`src/rtl/pipe_flow_ctrl.sv`:
```
// Pipeline flow controller for a 5-stage in-order core.
// Decides, every cycle, which pipeline registers load, which get cleared to
// NOP, and tracks halt draining plus a saturating stall counter.
//
// Ports:
//   clk, reset            - clock; asynchronous active-low reset
//   id_rs1/id_rs2         - source registers of the instruction in IF/ID
//   id_use_rs1/id_use_rs2 - the ID instruction really reads that source
//   ex_rd, ex_memread     - destination and MemRead of the instruction in ID/EX
//   ex_branch_taken       - branch/jalr resolved taken in EX
//   ex_halt               - halt instruction reached EX
//   mem_req, mem_ack      - data memory access active / completing this cycle
//   pc_en .. mem_wb_en    - pipeline register load enables
//   if_id_flush, id_ex_flush, mem_wb_bubble - clear-to-NOP on next edge
//   halted                - processor stopped
//   stall_cnt             - saturating count of cycles with pc_en low
module pipe_flow_ctrl #(
    parameter int unsigned DRAIN_CYCLES = 3,
    parameter int unsigned CNT_W        = 16
) (
    input  logic             clk,
    input  logic             reset,
    input  logic [4:0]       id_rs1,
    input  logic [4:0]       id_rs2,
    input  logic             id_use_rs1,
    input  logic             id_use_rs2,
    input  logic [4:0]       ex_rd,
    input  logic             ex_memread,
    input  logic             ex_branch_taken,
    input  logic             ex_halt,
    input  logic             mem_req,
    input  logic             mem_ack,
    output logic             pc_en,
    output logic             if_id_en,
    output logic             id_ex_en,
    output logic             ex_mem_en,
    output logic             mem_wb_en,
    output logic             if_id_flush,
    output logic             id_ex_flush,
    output logic             mem_wb_bubble,
    output logic             halted,
    output logic [CNT_W-1:0] stall_cnt
);

    typedef enum logic [1:0] {
        RUN,
        MEM_WAIT,
        DRAIN,
        HALTED
    } state_t;

    // Drain counter counts DRAIN_CYCLES-1 down to 0 (DRAIN_CYCLES >= 1).
    localparam int unsigned DCW = (DRAIN_CYCLES > 2) ? $clog2(DRAIN_CYCLES) : 1;
    localparam logic [DCW-1:0] DRAIN_LOAD = DCW'(DRAIN_CYCLES - 1);

    state_t           state_q, state_d;
    logic [DCW-1:0]   drain_q, drain_d;
    logic [CNT_W-1:0] stall_cnt_q, stall_cnt_d;
    logic             halted_q, halted_d;

    logic mem_stall;
    logic load_use;

    assign mem_stall = mem_req & ~mem_ack;

    // x0 never creates a hazard; only sources the ID instruction reads count.
    assign load_use = ex_memread && (ex_rd != 5'd0) &&
                      ((id_use_rs1 && (id_rs1 == ex_rd)) ||
                       (id_use_rs2 && (id_rs2 == ex_rd)));

    always_comb begin
        state_d       = state_q;
        drain_d       = drain_q;
        pc_en         = 1'b1;
        if_id_en      = 1'b1;
        id_ex_en      = 1'b1;
        ex_mem_en     = 1'b1;
        mem_wb_en     = 1'b1;
        if_id_flush   = 1'b0;
        id_ex_flush   = 1'b0;
        mem_wb_bubble = 1'b0;

        unique case (state_q)
            RUN: begin
                if (mem_stall) begin
                    pc_en         = 1'b0;
                    if_id_en      = 1'b0;
                    id_ex_en      = 1'b0;
                    ex_mem_en     = 1'b0;
                    mem_wb_bubble = 1'b1;
                    state_d       = MEM_WAIT;
                end else if (ex_halt) begin
                    pc_en       = 1'b0;
                    if_id_flush = 1'b1;
                    id_ex_flush = 1'b1;
                    drain_d     = DRAIN_LOAD;
                    state_d     = DRAIN;
                end else if (ex_branch_taken) begin
                    if_id_flush = 1'b1;
                    id_ex_flush = 1'b1;
                end else if (load_use) begin
                    pc_en       = 1'b0;
                    if_id_en    = 1'b0;
                    id_ex_flush = 1'b1;
                end
            end

            MEM_WAIT: begin
                pc_en    = 1'b0;
                if_id_en = 1'b0;
                id_ex_en = 1'b0;
                if (mem_ack) begin
                    state_d = RUN;
                end else begin
                    ex_mem_en     = 1'b0;
                    mem_wb_bubble = 1'b1;
                end
            end

            DRAIN: begin
                if (mem_stall) begin
                    // Counter holds so the stall lengthens the drain.
                    pc_en         = 1'b0;
                    if_id_en      = 1'b0;
                    id_ex_en      = 1'b0;
                    ex_mem_en     = 1'b0;
                    mem_wb_bubble = 1'b1;
                end else begin
                    pc_en       = 1'b0;
                    if_id_flush = 1'b1;
                    id_ex_flush = 1'b1;
                    if (drain_q == '0) begin
                        state_d = HALTED;
                    end else begin
                        drain_d = drain_q - DCW'(1);
                    end
                end
            end

            HALTED: begin
                pc_en     = 1'b0;
                if_id_en  = 1'b0;
                id_ex_en  = 1'b0;
                ex_mem_en = 1'b0;
                mem_wb_en = 1'b0;
            end

            default: begin
                state_d = RUN;
            end
        endcase
    end

    // Only front-end stalls while running count; drain/halt cycles do not.
    always_comb begin
        stall_cnt_d = stall_cnt_q;
        if (!pc_en && ((state_q == RUN) || (state_q == MEM_WAIT)) &&
            (stall_cnt_q != '1)) begin
            stall_cnt_d = stall_cnt_q + CNT_W'(1);
        end
        halted_d = (state_d == HALTED);
    end

    always_ff @(posedge clk or negedge reset) begin
        if (!reset) begin
            state_q     <= RUN;
            drain_q     <= '0;
            stall_cnt_q <= '0;
            halted_q    <= 1'b0;
        end else begin
            state_q     <= state_d;
            drain_q     <= drain_d;
            stall_cnt_q <= stall_cnt_d;
            halted_q    <= halted_d;
        end
    end

    assign halted    = halted_q;
    assign stall_cnt = stall_cnt_q;

endmodule

```
`config.mk`:
```
export PLATFORM = sky130hd
export DESIGN_NAME = pipe_flow_ctrl
export DESIGN_NICKNAME = d
export VERILOG_FILES = /design/src/rtl/pipe_flow_ctrl.sv
export SDC_FILE = /design/constraint.sdc
export NUM_CORES = 1
export LEC_CHECK = 0
export ABC_AREA = 0
export CAP_MARGIN = 20
export CORE_ASPECT_RATIO = 0.5
export CORE_MARGIN = 1
export CORE_UTILIZATION = 45
export DETAILED_ROUTE_END_ITERATION = 7
export HOLD_SLACK_MARGIN = 0.12
export PLACE_DENSITY = 0.83
export SLEW_MARGIN = 20
export SYNTH_ARGS = -nofsm -noshare
export SYNTH_HDL_FRONTEND = slang
export SYNTH_SLANG_ARGS = --single-unit
```
`constraint.sdc`:
```
create_clock -name clk -period 5.7 [get_ports clk]
set_input_delay 1.71 -clock clk [delete_from_list [all_inputs] [get_ports clk]]
set_output_delay 1.71 -clock clk [all_outputs]
set_load 0.01 [all_outputs]
```
==> results_dict.tcl, run 1 <==
set metrics [dict create \
    core_area_um2 2360 \
    cp.arrival_ns 3.82 \
    syn-cell-area_um2 1200 \
    num_antenna_cells 0 \
    yosys-top-cells-area "dfrtp_1 44%, xnor2_1 9.5%, xor2_1 8.8%" \
    cellLeakagePower_nw 0.691 \
    grt_max_degree 22 \
    ys_async_sr_fraction_pct 100 \
    layout.nets 206 \
    skew_ns 0.00144 \
    critPathSlowestCell "clkdlybuf4s50_1" \
    synth_top_family_by_area "simple AND/OR/NAND/NOR gates" \
    synthAdderAreaFrac_pct 2.09 \
    r2r_cells 6 \
    path_class "in -> out" \
    drc_errors 0 \
    port_buffers 48 \
    firstDrtPassIters 4 \
    post-route-min-period_ns 5.53 \
    dieWidth_um 75.0 \
    netlist.area_leader.share_pct 43.8 \
    synth_seq_area_share_pct 43.8 \
    synth-edff-count 0 \
    cp_max_fo 3 \
    drive_above_1_share_pct 3.35 \
    grt_pass1_vias 938 \
    max_freq_ghz 0.181 \
    cts_root_buffer "clkbuf_8" \
    report.final.setup_viol 0 \
    yosys.area_share.simple_pct 20.7 \
    synth_compound_area_share_pct 10.3 \
    synth-xor-area-share_pct 18.3 \
    cp_cell_sequence "clkdlybuf4s50_1 > or4_1 > o21ai_1 > nand2b_1 > inv_1 > a21oi_1 > clkdlybuf4s50_1" \
    start_util_pct 50.8 \
    yosys_warnings 0 \
    wirelength_mm 2.70 \
    ant_nets 0 \
    clock-sinks 21 \
    avgSynthCellArea_um2 9.29 \
    synth_seq_cells 21 \
    drv_cap 0 \
    grt_pass1_wl_mm 4.28 \
    cellPowerDensity_nw_per_um2 201 \
    cts_setup_buffers 0 \
    cts_tree "built" \
    drt_iter0_markers 42 \
    fp.dieArea_um2 2890 \
    setup_slack_ns 0.172 \
    slew_violations 0 \
    post-route-period-util_pct 97.0 \
    yosysTopAreaCell "dfrtp_1" \
    cts.path.max_buffers 2 \
    die_y_um 38.5 \
    dp_slack_ns 0.140 \
    hpwl_mm 2.09 \
    tightest_slew_ns 0.923 \
    synth_most_common_cell "dfrtp_1" \
    rsz0062_at_grt "false" \
    ctsHoldBuffers 0 \
    critPathMostFrequentCell "clkdlybuf4s50_1" \
    synth_mux_area_share_pct 0.939 \
    rows 12 \
    yosysUniqueCellTypes 28 \
    wire_per_inst_um 12.6 \
    ir_drop_uv 94.3 \
    fillers 173 \
    synthCells 129 \
    slew_headroom_pct 38.3 \
    clk_pin_slew_ns 0.07 \
    ioPinCount 49 \
    clk_latency_ns 0.26 \
    outcome "finished clean" \
    syn_to_final_growth_pct 46.2 \
    hold_viol 0 \
    grt_usage_pct 20.4 \
    hold_depth 1 \
    overflow 0 \
    finalSetupTns_ns 0 \
    place_congestion 0.784 \
    antenna_found_initial 0 \
    numCtsBuffers 3 \
    vias 1057 \
    htree_levels 1 \
    ys.flop_type "dfrtp_1" \
    crit_required_ns 3.99 \
    synth_common_cells "21 x dfrtp_1, 14 x nor2_1, 13 x xnor2_1, 12 x nand2_1, 12 x xor2_1" \
    end_kind "primary output" \
    hold_class "reg -> reg" \
    syn_nets 155 \
    critPathMaxStageDelay_ns 0.55 \
    worst_setup_path_start_kind "input pin" \
    reg2reg_setup_slack_ns 3.09 \
    viasPerCell 4.94 \
]
[per-stage QoR]
| step | std cells | instance area (um2) | power [mW] | hold slack [ns] | utilization, % |
|---|---|---|---|---|---|
| 3_3_place_gp | 210 | 1710 | 0.255 | 0.475 | 72.4 |
| 2_1_floorplan | 129 | 1200 | 0.214 | 0.460 | - |
| 3_5_place_dp | 210 | 1710 | 0.259 | 0.486 | 72.4 |
| 6_report | 214 | 1750 | 0.352 | 0.499 | 74.4 |
| 5_1_grt | 214 | 1750 | 0.370 | 0.521 | 74.4 |
| 4_1_cts | 214 | 1750 | 0.356 | 0.502 | 74.4 |
[logic make-up (layout without fill, tap and decap cells)]
| group | count (synthesis) | in the layout |
|---|---|---|
| simple gates | 52 | 52 |
| xor+xnor | 25 | 25 |
| flops | 21 | 21 |
| compound gates | 18 | 18 |
| buf+inv | 10 | 60 |
| fa+ha+maj | 2 | 2 |
| mux | 1 | 1 |
[path summary, 6_finish.rpt]
check | to | start
max in group asynchronous | stall_cnt[15]$_DFFE_PN0P_ | reset
max | if_id_en | ex_rd[1]
min reg2reg | stall_cnt[15]$_DFFE_PN0P_ | stall_cnt[15]$_DFFE_PN0P_
min in group asynchronous | stall_cnt[2]$_DFFE_PN0P_ | reset
min | stall_cnt[15]$_DFFE_PN0P_ | stall_cnt[15]$_DFFE_PN0P_
max reg2reg | stall_cnt[1]$_DFFE_PN0P_ | stall_cnt[0]$_DFFE_PN0P_
[registers in the layout, indices dropped and copies added (netlist names)]
register	cells
stall_cnt	16
drain_q	2
state_q	2
halted	1
[power breakdown]
part	internal (mW)	switching, mW	total (mW)
Sequential	0.163	0.0149	0.178
Clock	0.0487	0.0469	0.0956
Combinational	0.0458	0.0329	0.0787
[per-layer routing]
layer / vias up / share of wire (%) / track usage, %
met1: 480 / 50 / 27.0
met2: 34 / 45 / 34.7
met3: 0 / 5.2 / 5.26
li1: 543 / - / -
met5: - / 0 / 0
met4: 0 / 0 / 2.83
[what timing repair did]
item,4_1_cts,5_1_grt
hold endpoints to repair,0,0
endpoints found under the setup margin,0,1
gates resized for setup,0,1
[critical path, delay by kind of cell]
| family | cells | cell delay (ns) |
|---|---|---|
| AOI/OAI and AO/OA | 2 | 0.31 |
| buffers and inverters | 3 | 1.08 |
| and+or+nand+nor | 2 | 0.72 |
[cells in the final DEF, fill, tap and decap left out, drive strengths merged, types with 3 or more instances in the layout]
cell type,n
clkdlybuf4s50,48
dfrtp,21
nor2,14
xnor2,13
nand2,12
xor2,12
inv,8
nor3,8
a21oi,8
nand4,6
nand3,4
nand2b,3
clkbuf,3
[final cells by class]
class,count,area (um2),share of cell area (%)
inverters,8,30.0,1.71
well taps,35,43.8,2.50
flip-flops and latches,21,526,30.0
multi-input cells,98,627,35.8
clock inverters,1,5.00,0.286
repair buffers,48,480,27.4
clock buffers,3,41.3,2.36
(Power assumes the default switching activity.)
==> run 2: changes to the inputs <==
- ABC_CLOCK_PERIOD_IN_PS: unset -> 6900
- clock period: 5.7 -> 6.9 ns (I/O delays scaled with it)
==> results_dict.tcl, run 2 (synthesis gave the netlist of run 1 again) <==
set metrics [dict create \
    skew_ns 0.00324 \
    cts_setup_buffers 0 \
    clock-sinks 21 \
    overflow 0 \
    end_kind "primary output" \
    cp.arrival_ns 4.24 \
    r2r_cells 6 \
    fillers 184 \
    path_class "in -> out" \
    hpwl_mm 2.05 \
    rsz0062_at_grt "false" \
    grt_pass1_wl_mm 4.15 \
    syn_to_final_growth_pct 46.2 \
    critPathSlowestCell "clkdlybuf4s50_1" \
    worst_setup_path_start_kind "input pin" \
    drc_errors 0 \
    final_core_util_pct 74.4 \
    drv_cap 0 \
    multi_input_area_um2 627 \
    cts_tree "built" \
    cts.path.max_buffers 2 \
    slew_headroom_pct 39.4 \
    instances_no_fill 214 \
    cp_max_fo 3 \
    crit_required_ns 4.83 \
    numCtsBuffers 3 \
    max_freq_ghz 0.159 \
    finalSetupTns_ns 0 \
    clk_pin_slew_ns 0.07 \
    min_to "stall_cnt[12]$_DFFE_PN0P_" \
    die_y_um 38.5 \
    power_mw 0.289 \
    layout.nets 206 \
    viasPerCell 5.07 \
    port_buffers 48 \
    placedCellCount 210 \
    dieWidth_um 75.0 \
    grt_usage_pct 19.3 \
    final_cell_mix "48 x clkdlybuf4s50_1, 21 x dfrtp_1, 14 x nor2_1" \
    r2r_end "stall_cnt[1]$_DFFE_PN0P_" \
    antenna_found_initial 0 \
    clk_latency_ns 0.26 \
    ctsHoldBuffers 0 \
    firstDrtPassIters 4 \
    ioPinCount 49 \
    ir_drop_uv 73.5 \
    cellPowerDensity_nw_per_um2 165 \
    grt_pass1_vias 932 \
    cp_cell_sequence "clkdlybuf4s50_1 > or4_1 > o21ai_0 > nand2b_1 > inv_1 > a21oi_1 > clkdlybuf4s50_1" \
    report.final.setup_viol 0 \
    drt_iter0_markers 69 \
    reg2reg_from "stall_cnt[0]$_DFFE_PN0P_" \
    outcome "finished clean" \
    tightest_slew_ns 0.906 \
    post-route-period-util_pct 91.4 \
    crit_buf_inv 3 \
    drive_above_1_share_pct 3.35 \
    placed_area_um2 1710 \
    cellLeakagePower_nw 0.691 \
    hold_depth 1 \
    fp.dieArea_um2 2890 \
    slew_violations 0 \
    hold_class "reg -> reg" \
    start_util_pct 50.8 \
    post-route-min-period_ns 6.31 \
    cts_resized 0 \
    reg2reg_setup_slack_ns 4.35 \
    place_congestion 0.783 \
    wire_per_inst_um 11.9 \
    cts_root_buffer "clkbuf_8" \
    cpLargestDelayFamily "buffers and inverters" \
    wirelength_mm 2.55 \
    ant_nets 0 \
    layout_commonest_cell "clkdlybuf4s50_1" \
    htree_levels 1 \
    min_from "stall_cnt[12]$_DFFE_PN0P_" \
    largest_register_ff_count 16 \
    vias 1086 \
    critPathMostFrequentCell "clkdlybuf4s50_1" \
    num_antenna_cells 0 \
    rows 12 \
    hold_viol 0 \
    critPathMaxStageDelay_ns 0.55 \
    regArea_um2 526 \
    grt_max_degree 22 \
    design_area_um2 1750 \
    core_area_um2 2360 \
]
[run 2: cell type report]
type                            instances  share of cell area (%)
Tap cell                               35                    2.50
Clock inverter                          1                   0.286
Multi-Input combinational cell         98                    35.8
Sequential cell                        21                    30.0
Inverter                                8                    1.71
Clock buffer                            3                    2.36
Timing Repair Buffer                   48                    27.4
[run 2: worst reg2reg max path, cell delays in order (launching register included)]
cell and delay [ns]:
dfrtp_1 0.42, ha_1 0.22, nand4_1 0.21, o41ai_1 0.60, nor3_1 0.16, a21oi_4 0.43
mux2_2 0.39
[run 2: power by group]
part	internal (mW)	total [mW]	switching [mW]
logic	0.0377	0.0640	0.0263
clock network	0.0402	0.0789	0.0387
registers	0.135	0.146	0.0116
[run 2: how the worst max path moves through the flow]
stage / from / endpoint / slack, ns / depth (start not counted)
final: ex_rd[1] / if_id_en / 0.59 / 7
after global routing: ex_rd[1] / if_id_en / 0.51 / 7
after CTS: ex_rd[1] / if_id_en / 0.60 / 7
after detailed placement: ex_rd[1] / if_id_en / 0.62 / 7
after global placement: ex_rd[1] / if_id_en / 0.69 / 7
after floorplan: ex_rd[1] / if_id_en / 1.66 / 5
[run 2: metrics by stage]
step	worst slack (ns)	hold WS [ns]
after floorplan	1.66	0.460
after global placement	0.688	0.476
after detailed placement	0.619	0.485
after CTS	0.597	0.497
after global routing	0.513	0.516
final	0.595	0.496
[run 2: layer usage]
layer | wire length [um] | vias up | GRT usage, %
met4 | 0 | 0 | 2.83
met3 | 119 | 0 | 3.16
met1 | 1250 | 502 | 25.1
met5 | 0 | - | 0
met2 | 1180 | 38 | 34.9
li1 | - | 546 | -
==> run 3: changes to the inputs <==
- ABC_AREA: 0 -> unset
- CORE_UTILIZATION: 45 -> 46
- PLACE_DENSITY: 0.83 -> 0.85
==> results_dict.tcl, run 3 (synthesis gave the netlist of run 1 again) <==
set metrics [dict create \
    syn_to_final_growth_pct 46.2 \
    cp_cell_sequence "clkdlybuf4s50_1 > or4_1 > o21ai_0 > nand2b_1 > inv_1 > a21oi_1 > clkdlybuf4s50_1" \
    cts_root_buffer "clkbuf_8" \
    hold_class "reg -> reg" \
    design_area_um2 1750 \
    report.final.setup_viol 0 \
    sw_frac_of_total_pct 26.7 \
    rows 12 \
    pwr-share-comb_pct 22.5 \
    core_area_um2 2340 \
    wirelength_mm 2.68 \
    firstDrtPassIters 4 \
    grt_pass1_vias 1037 \
    cts_setup_buffers 0 \
    vias 1084 \
    slew_headroom_pct 38.8 \
    placedCellCount 210 \
    drt_iter0_markers 51 \
    skew_ns 0.00851 \
    placed_area_um2 1710 \
    end_kind "primary output" \
    layout.nets 206 \
    finalSetupTns_ns 0 \
    critPathMaxStageDelay_ns 0.55 \
    cellPowerDensity_nw_per_um2 165 \
    post-route-min-period_ns 6.30 \
    ctsHoldBuffers 0 \
    htree_levels 1 \
    tightest_slew_ns 0.914 \
    hold_viol 0 \
    cp_max_fo 3 \
    wire_per_inst_um 12.5 \
    start_util_pct 51.2 \
    hpwl_mm 2.11 \
    place_congestion 0.740 \
    instances_no_fill 214 \
    path_class "in -> out" \
    layout_commonest_cell "clkdlybuf4s50_1" \
    seq_power_share_pct 50.5 \
    ioPinCount 49 \
    max_freq_ghz 0.159 \
    switching_power_mw 0.0773 \
    worst_setup_path_start_kind "input pin" \
    final_cell_mix "48 x clkdlybuf4s50_1, 21 x dfrtp_1, 14 x nor2_1" \
    power_mw 0.290 \
    dp_slack_ns 0.595 \
    grt_max_degree 22 \
    fp.dieArea_um2 2830 \
    die_y_um 38.1 \
    outcome "finished clean" \
    numCtsBuffers 3 \
    critPathMostFrequentCell "clkdlybuf4s50_1" \
    crit_required_ns 4.83 \
    cellLeakagePower_nw 0.691 \
    cts.path.max_buffers 2 \
    port_buffers 48 \
    overflow 0 \
    clk_latency_ns 0.26 \
    critPathSlowestCell "clkdlybuf4s50_1" \
    cts_resized 0 \
    dieWidth_um 74.2 \
    clkPwrFrac_pct 26.9 \
    grt_usage_pct 21.4 \
    intPower_mw 0.213 \
    post-route-period-util_pct 91.4 \
    drv_cap 0 \
    rsz0062_at_grt "false" \
    viasPerCell 5.07 \
    grt_pass1_wl_mm 4.43 \
    setup_slack_ns 0.596 \
    clk_pin_slew_ns 0.07 \
    clock-sinks 21 \
    drive_above_1_share_pct 3.35 \
    holdWs_ns 0.501 \
    final_core_util_pct 74.8 \
    cts_tree "built" \
    slew_violations 0 \
    drc_errors 0 \
    cp.arrival_ns 4.23 \
    ir_drop_uv 87.4 \
    ant_nets 0 \
    largest_register_ff_count 16 \
    antenna_found_initial 0 \
    num_antenna_cells 0 \
]
==> run 3: cell counts in the layout (fill, tap and decap cells not counted) <==
Identical to the previous run, type by type.
==> run 3: final cells by class <==
type / instances / area [um2]
Clock buffer: 3 / 41.3
Clock inverter: 1 / 5.00
Fill cell: 198 / 589
Inverter: 8 / 30.0
Multi-Input combinational cell: 98 / 627
Sequential cell: 21 / 526
Tap cell: 35 / 43.8
Timing Repair Buffer: 48 / 480
==> run 3: path summary, 6_finish.rpt <==
kind	from	to	cells after the start	slack, ns
max	ex_rd[1]	if_id_en	7	0.60
min	drain_q[1]$_DFFE_PN0P_	drain_q[1]$_DFFE_PN0P_	1	0.50
max reg2reg	stall_cnt[0]$_DFFE_PN0P_	stall_cnt[1]$_DFFE_PN0P_	6	4.27
min reg2reg	drain_q[1]$_DFFE_PN0P_	drain_q[1]$_DFFE_PN0P_	1	0.50
max in group asynchronous	reset	stall_cnt[14]$_DFFE_PN0P_	1	4.01
min in group asynchronous	reset	drain_q[0]$_DFFE_PN0P_	1	2.32
==> run 3: power groups by stage <==
stage / logic, mW / registers (mW) / clock network (mW)
finish: 0.0653 / 0.147 / 0.0781
global route: 0.0728 / 0.148 / 0.0857
CTS: 0.0661 / 0.147 / 0.0816
detailed placement: 0.0660 / 0.149 / 0
global placement: 0.0632 / 0.148 / 0
floorplan: 0.0274 / 0.149 / 0
==> run 3: critical path: cells and delay by family <==
| family | cells | cell delay (ns) |
|---|---|---|
| compound gates | 2 | 0.36 |
| buf+inv | 3 | 1.09 |
| simple gates | 2 | 0.72 |
==> run 3: metal layers <==
layer / vias up / part of all wire [%] / global-route usage, % / routed length [um]
li1: 549 / - / - / -
met1: 498 / 48 / 25.9 / 1280
met4: 0 / 0.71 / 4.33 / 19
met5: - / 0 / 0 / 0
met3: 2 / 4.5 / 4.74 / 121
met2: 35 / 47 / 40.0 / 1260
